**src/rtl/pp_sequencer.sv**
```systemverilog
// Program sequencer: walks the step address through the program ROM and registers
// the returned control word toward the datapath, with halt/resume and single-step.
module pp_sequencer #(
  parameter int unsigned ADDR_W   = 5,
  parameter int unsigned END_ADDR = 12
) (
  input  logic              clk,
  input  logic              rst,
  input  logic              start,
  input  logic              halt,
  input  logic              step_mode,
  input  logic              step,
  output logic [ADDR_W-1:0] addr,
  input  logic [3:0]        rom_RegAddr,
  input  logic [2:0]        rom_ALUCode,
  input  logic              rom_Reg_CE,
  input  logic              rom_CY_CE,
  input  logic              rom_A_CE,
  input  logic              rom_ResetCY,
  output logic [3:0]        RegAddr,
  output logic [2:0]        ALUCode,
  output logic              Reg_CE,
  output logic              CY_CE,
  output logic              A_CE,
  output logic              ResetCY,
  output logic              busy,
  output logic              done
);

  typedef enum logic [1:0] {S_IDLE, S_RUN, S_PAUSE, S_DONE} state_t;

  localparam logic [ADDR_W-1:0] LAST = ADDR_W'(END_ADDR);

  state_t            state_q, state_d;
  logic [ADDR_W-1:0] addr_q, addr_d;
  logic [3:0]        regaddr_q, regaddr_d;
  logic [2:0]        alucode_q, alucode_d;
  logic              reg_ce_q, reg_ce_d;
  logic              cy_ce_q, cy_ce_d;
  logic              a_ce_q, a_ce_d;
  logic              resetcy_q, resetcy_d;
  logic              done_q, done_d;
  logic              issue;

  // Halt outranks any issue; without step_mode every RUN cycle issues.
  assign issue = !halt && (!step_mode || step);

  always_comb begin
    state_d   = state_q;
    addr_d    = addr_q;
    regaddr_d = regaddr_q;
    alucode_d = alucode_q;
    reg_ce_d  = 1'b0;
    cy_ce_d   = 1'b0;
    a_ce_d    = 1'b0;
    resetcy_d = 1'b0;
    done_d    = (state_q == S_DONE);
    case (state_q)
      S_IDLE: begin
        addr_d = '0;
        if (start && !halt) state_d = S_RUN;
      end
      S_RUN: begin
        if (halt) begin
          state_d = S_PAUSE;
        end else if (issue) begin
          regaddr_d = rom_RegAddr;
          alucode_d = rom_ALUCode;
          reg_ce_d  = rom_Reg_CE;
          cy_ce_d   = rom_CY_CE;
          a_ce_d    = rom_A_CE;
          resetcy_d = rom_ResetCY;
          if (addr_q == LAST) state_d = S_DONE;
          else                addr_d  = addr_q + ADDR_W'(1);
        end
      end
      S_PAUSE: begin
        if (start && !halt) state_d = S_RUN;
      end
      S_DONE: begin
        state_d = S_IDLE;
        addr_d  = '0;
      end
      default: begin
        state_d = S_IDLE;
        addr_d  = '0;
      end
    endcase
  end

  always_ff @(posedge clk) begin
    if (rst) begin
      state_q   <= S_IDLE;
      addr_q    <= '0;
      regaddr_q <= '0;
      alucode_q <= '0;
      reg_ce_q  <= 1'b0;
      cy_ce_q   <= 1'b0;
      a_ce_q    <= 1'b0;
      resetcy_q <= 1'b0;
      done_q    <= 1'b0;
    end else begin
      state_q   <= state_d;
      addr_q    <= addr_d;
      regaddr_q <= regaddr_d;
      alucode_q <= alucode_d;
      reg_ce_q  <= reg_ce_d;
      cy_ce_q   <= cy_ce_d;
      a_ce_q    <= a_ce_d;
      resetcy_q <= resetcy_d;
      done_q    <= done_d;
    end
  end

  assign addr    = addr_q;
  assign RegAddr = regaddr_q;
  assign ALUCode = alucode_q;
  assign Reg_CE  = reg_ce_q;
  assign CY_CE   = cy_ce_q;
  assign A_CE    = a_ce_q;
  assign ResetCY = resetcy_q;
  assign busy    = (state_q == S_RUN) || (state_q == S_PAUSE);
  assign done    = done_q;

endmodule

```
**config.mk**
```make
export PLATFORM = sky130hd
export DESIGN_NAME = pp_sequencer
export DESIGN_NICKNAME = d
export VERILOG_FILES = /design/src/rtl/pp_sequencer.sv
export SDC_FILE = /design/constraint.sdc
export NUM_CORES = 1
export LEC_CHECK = 0
export CORE_UTILIZATION = 58
export DETAILED_ROUTE_END_ITERATION = 8
export DONT_BUFFER_PORTS = 1
export PLACE_DENSITY = 0.74
export SLEW_MARGIN = 40
export SYNTH_ARGS = -nofsm -noshare
export SYNTH_HDL_FRONTEND = slang
export SYNTH_SLANG_ARGS = --single-unit
```
**constraint.sdc**
```tcl
create_clock -name clk -period 1.6 [get_ports clk]
set_input_delay 0.32 -clock clk [delete_from_list [all_inputs] [get_ports clk]]
set_output_delay 0.32 -clock clk [all_outputs]
set_load 0.02 [all_outputs]
```
==> results of run 1 <==
stage by stage:
stage,util [%],area [sq um],hold WS (ps),total power [mW],setup slack (ps)
floorplan,-,846,392,0.877,6.94
global placement,67.6,902,391,0.955,63.8
detailed placement,67.6,902,394,0.966,-21.7
CTS,70.5,940,74.0,1.21,10.3
global route,73.2,976,58.4,1.34,-17.2
finish,73.2,976,82.7,1.25,26.6
sequential cells by signal, summed over array words and instances, names as in the netlist:
name and count:
ALUCode 3, CY_CE 1, ResetCY 1, state_q 2, Reg_CE 1, done 1, A_CE 1, addr 5
RegAddr 4
routing by layer:
layer  vias to the layer above  track usage (%)  routed length, um
li1                        356                -                  -
met5                         -                0                  0
met3                         0             11.1                147
met4                         0             5.00                  0
met1                       313             26.3                706
met2                        26             35.5                802
cells by family after synthesis:
group,after synthesis,synth area share [%]
AOI/OAI and AO/OA,22,16.4
xor gates and xnor gates,1,1.04
adders and majority gates,6,8.88
buffers and inverters,8,3.55
DFF,19,45.0
and+or+nand+nor,41,25.1
worst reg2reg max path: stages, from the launching register on:
cell	delay (ps)
dfxtp_2	370
inv_1	70
ha_1	260
nand2b_4	140
a21oi_2	50
or4_1	470
o31ai_1	80
cells in the mapped netlist:
cell / instances
dfxtp_1: 19
and4b_4: 1
o31ai_1: 1
nand3_1: 2
or4_1: 1
a32oi_1: 1
a21oi_2: 1
ha_1: 6
a311oi_1: 1
nor3_1: 1
a21oi_1: 10
o21ai_1: 2
inv_1: 6
clkbuf_1: 2
nor2b_1: 3
nand2b_1: 3
nand4_1: 1
nand4b_1: 1
o21ai_0: 1
and3_1: 4
o21a_1: 1
o221a_1: 1
a22o_1: 1
nand2_1: 16
xnor2_1: 1
nor2_1: 7
a31oi_1: 2
nor4_2: 1
final timing paths:
path         startpoint         end  slack, ps  depth (start not counted)
max          state_q[0]        busy         30                          3
min reg2reg     addr[0]     addr[0]        520                          3
min                 rst        done         80                          1
max reg2reg  state_q[1]  state_q[0]         90                          6
power breakdown:
| group | internal (mW) | switching [mW] | total, mW | leakage [nW] |
|---|---|---|---|---|
| logic | 0.170 | 0.262 | 0.432 | 0.213 |
| registers | 0.524 | 0.0649 | 0.589 | 0.155 |
| clock network | 0.0969 | 0.135 | 0.232 | 0.0150 |
| total | 0.791 | 0.462 | 1.25 | 0.382 |
timing repair:
item	4_1_cts	5_1_grt
gates resized for setup	3	9
gates cloned	0	0
pin swaps	0	2
setup buffers	0	1
endpoints found under the setup margin	11	5
hold endpoints to repair	0	0
final cells by class:
class                           count  area (sq um)
Fill cell                         107           358
Tap cell                           15          18.8
Inverter                            6          22.5
Clock buffer                        4          26.3
Timing Repair Buffer                7          52.6
Sequential cell                    19           384
Multi-Input combinational cell     70           472
==> results.yml, run 1 <==
sta:
  finalMaxSlewViolations: 0
  setup_tns_ps: 0
  worst_pin_slew_ps: 380
  hold_viol_final: 0
  fin_skew_ps: 4.04
  max_slew_margin_pct: 74.6
  min_period_over_period_pct: 98.3
  finalSetupViolCount: 0
  rsz0062_at_grt: "yes"
  fmax_ghz: 0.636
  fin_crit_ps: 1570
cells_and_area:
  area_growth_syn_to_layout_pct: 15.4
  drive_gt1_share_pct: 22.6
  nets: 130
  diodes: 0
  stdcell_count: 121
  final_cell_mix: "16 x dfxtp_1, 16 x nand2_1, 9 x a21oi_1"
synth:
  syn_area_per_cell_sq_um: 8.72
  synthesis.nets: 120
  ys_seq_area_share_pct: 45.0
  yosysUniqueCellTypes: 28
  yosys_warnings: 0
  syn_area_sq_um: 846
  synth_area_leaders: "dfxtp_1 45%, ha_1 8.9%, nand2_1 7.1%"
  synth_top_area_cell: "dfxtp_1"
  synth-seq-cells: 19
  synthCells: 97
  synth_top_area_share_pct: 45.0
run:
  drv_cap: 0
grt:
  grt_usage_pct: 22.1
  antenna_found_initial: 0
  grt_pass1_vias: 537
  grt_first_pass_wirelength_mm: 2.32
  overflow: 0
  grt_start_max_net_pins: 16
floorplan:
  die_x_um: 40.2
  die_h_um: 40.2
  dieArea_sq_um: 1610
  coreArea_sq_um: 1330
  pin_count: 35
  rows: 13
  initial_core_util_pct: 63.4
setup_path:
  cp.required_ps: 1280
  slowest_stage: "dfxtp_2"
  worstPathArrival_ps: 1250
  setup.worst_path.class: "reg2out"
  cp-start-kind: "flip-flop"
  critPathTopFamily: "flip-flops"
  critical_path.cell_chain: "inv_1, ha_1, buf_4"
  max_stage_delay_ps: 370
  critical_path_buf_inv_count: 2
  end_kind: "primary output"
  path_max_fanout: 3
placed_design:
  hpwl_mm: 1.23
  place.gp.congestion: 0.773
  port-buffer-count: 0
  dp_cells: 116
clock_network:
  cts_buffers: 3
  ctsHoldBuffers: 0
  clk_latency_ps: 290
  clk_pin_slew_ps: 100
  h-tree-depth: 1
  cts.sinks: 19
  cts_tree: "yes"
  clock-root-buffer: "clkbuf_4"
  clock_path_buffers: 2
routing:
  post-route-drc-count: 0
  antenna_left: 0
  dr.pass1.iters: 4
  drt_wl_total_mm: 1.66
  vias: 695
  avgRoutedWirePerCell_um: 13.7
  drtIter0Drc: 8
  avgViaCountPerCell: 5.74
status:
  outcome: "completed"
power:
  p_leak_nw: 0.382
  cellPowerDensity_nw_per_um2: 1280
  peakVddDrop_v: 0.000895
worst_hold_path:
  hp-class: "in2reg"
Note: power is estimated with default switching activity, not from simulation.
==> run 2: changes to the inputs <==
--- a/config.mk
+++ b/config.mk
@@ -8,7 +8,7 @@
 export CORE_UTILIZATION = 58
 export DETAILED_ROUTE_END_ITERATION = 8
 export DONT_BUFFER_PORTS = 1
-export PLACE_DENSITY = 0.74
+export PLACE_DENSITY = 0.75
 export SLEW_MARGIN = 40
 export SYNTH_ARGS = -nofsm -noshare
 export SYNTH_HDL_FRONTEND = slang
==> run 2 against run 1 <==
Compared with the run above:
- combinational power rose by 14%
- cell area is 1.9% higher
- routed wire length up 3.4%
- non-clock buffer count increased by 2
- total power rose by 5.0%
- maximum frequency rose by 1.9%
- utilization increased by 1.4 points
- clock power rose by 2%
- setup slack improved by 30 ps
- flip-flop and latch count is the same
- critical endpoint unchanged
- largest cell class unchanged
- highest routed layer is now met4
==> results.yml, run 2 (synthesis gave the netlist of run 1 again) <==
sta:
  fin_crit_ps: 1540
  min_period_over_period_pct: 96.5
  fin_skew_ps: 2.34
  setup_slack_ps: 56.5
  finalMaxSlewViolations: 0
  setup_tns_ps: 0
  finalSetupViolCount: 0
  hold_ws_ps: 77.1
  worst_pin_slew_ps: 463
  max_slew_margin_pct: 69.1
  fmax_ghz: 0.648
  hold_viol_final: 0
cells_and_area:
  nets: 132
  diodes: 0
  drive_gt1_share_pct: 25.0
  utilization_pct: 74.6
  stdcell_area_sq_um: 995
  area_growth_syn_to_layout_pct: 17.6
  largest_reg_flops: 5
  final_cell_mix: "16 x dfxtp_1, 16 x nand2_1, 10 x a21oi_1"
  fillers: 96
clock_network:
  h-tree-depth: 1
  ctsHoldBuffers: 0
  clock_path_buffers: 2
  clock-root-buffer: "clkbuf_4"
  cts_buffers: 3
  cts.sinks: 19
  cts_tree: "yes"
  clk_pin_slew_ps: 110
  clk_latency_ps: 290
setup_path:
  path_max_fanout: 4
  worstPathArrival_ps: 1220
  crit_path_end: "busy"
  setup.worst_path.class: "reg2out"
  rrSetupSlack_ps: 70
  critical_path.cell_chain: "inv_1, ha_2, buf_6"
  crit_start: "state_q[1]"
  reg2reg_to: "state_q[0]"
  max_stage_delay_ps: 370
  reg2reg_from: "addr[0]"
  end_kind: "primary output"
  slowest_stage: "dfxtp_2"
  cp.required_ps: 1280
  r2r_cells: 6
  cp-start-kind: "flip-flop"
routing:
  post-route-drc-count: 0
  avgViaCountPerCell: 5.72
  drtIter0Drc: 8
  vias: 703
  antenna_left: 0
  drt_wl_total_mm: 1.71
  dr.pass1.iters: 3
  avgRoutedWirePerCell_um: 13.9
placed_design:
  port-buffer-count: 0
  place_area_sq_um: 902
  place.gp.congestion: 0.775
  hpwl_mm: 1.27
  post-place-ws_ps: -95.7
floorplan:
  coreArea_sq_um: 1330
  dieArea_sq_um: 1610
  die_x_um: 40.2
  initial_core_util_pct: 63.4
  pin_count: 35
  die_h_um: 40.2
  rows: 13
power:
  cellPowerDensity_nw_per_um2: 1320
  peakVddDrop_v: 0.000738
  p_leak_nw: 0.390
grt:
  grt_pass1_vias: 580
  antenna_found_initial: 0
  overflow: 0
  grt_usage_pct: 23.2
  grt_start_max_net_pins: 16
  grt_first_pass_wirelength_mm: 2.42
worst_hold_path:
  hp-class: "in2reg"
  worstHoldPathCells: 1
status:
  outcome: "completed"
run:
  drv_cap: 0
run 2: layout make-up:
cell class	instances	area [sq um]	share of cell area, %
clock buffers	3	22.5	2.26
multi-input cells	70	470	47.3
clock inverters	1	5.00	0.503
repair buffers	9	71.3	7.17
flip-flops and latches	19	384	38.6
inverters	6	22.5	2.26
well taps	15	18.8	1.89
run 2: report_power, final:
part / switching (mW) / internal, mW
clock network: 0.143 / 0.0929
logic: 0.279 / 0.214
registers: 0.0614 / 0.524
total: 0.484 / 0.831
run 2: worst min-delay path by stage:
stage | end | startpoint | slack, ps
detailed placement | ALUCode[0] | rst | 390
global route | addr[0] | rst | 60
finish | addr[0] | rst | 80
floorplan | done | rst | 390
global placement | RegAddr[1] | rst | 390
CTS | ALUCode[0] | rst | 70
run 2: timing repair:
item,CTS,global route
buffers inserted,0,3
gates resized for setup,3,11
pin swaps,0,3
hold endpoints to repair,0,0
endpoints found under the setup margin,14,10
run 2: critical path: cells and delay by family, from the launching register on:
family,cells,cell delay [ps]
fa+ha+maj,1,360
flops,1,370
buf+inv,2,210
run 2: metrics by stage:
| stage | std cells | power, mW |
|---|---|---|
| floorplan | 97 | 0.877 |
| global placement | 116 | 0.954 |
| detailed placement | 116 | 0.976 |
| CTS | 120 | 1.22 |
| global route | 123 | 1.40 |
| finish | 123 | 1.32 |
run 2: layer usage:
layer / wire [um] / vias up / share of wire, % / global-route usage [%]
met4: 19 / 0 / 1.1 / 12.5
li1: - / 360 / - / -
met5: 0 / - / 0 / 0
met2: 851 / 22 / 50 / 39.5
met1: 772 / 317 / 45 / 26.8
met3: 69 / 4 / 4.0 / 5.00
==> run 3: changes to the inputs <==
--- a/config.mk
+++ b/config.mk
@@ -9,7 +9,6 @@
 export DETAILED_ROUTE_END_ITERATION = 8
 export DONT_BUFFER_PORTS = 1
 export PLACE_DENSITY = 0.75
-export SLEW_MARGIN = 40
 export SYNTH_ARGS = -nofsm -noshare
 export SYNTH_HDL_FRONTEND = slang
 export SYNTH_SLANG_ARGS = --single-unit
==> results of run 3 <==
Same layout as run 2: the final DEF is identical, and so are final timing and power.
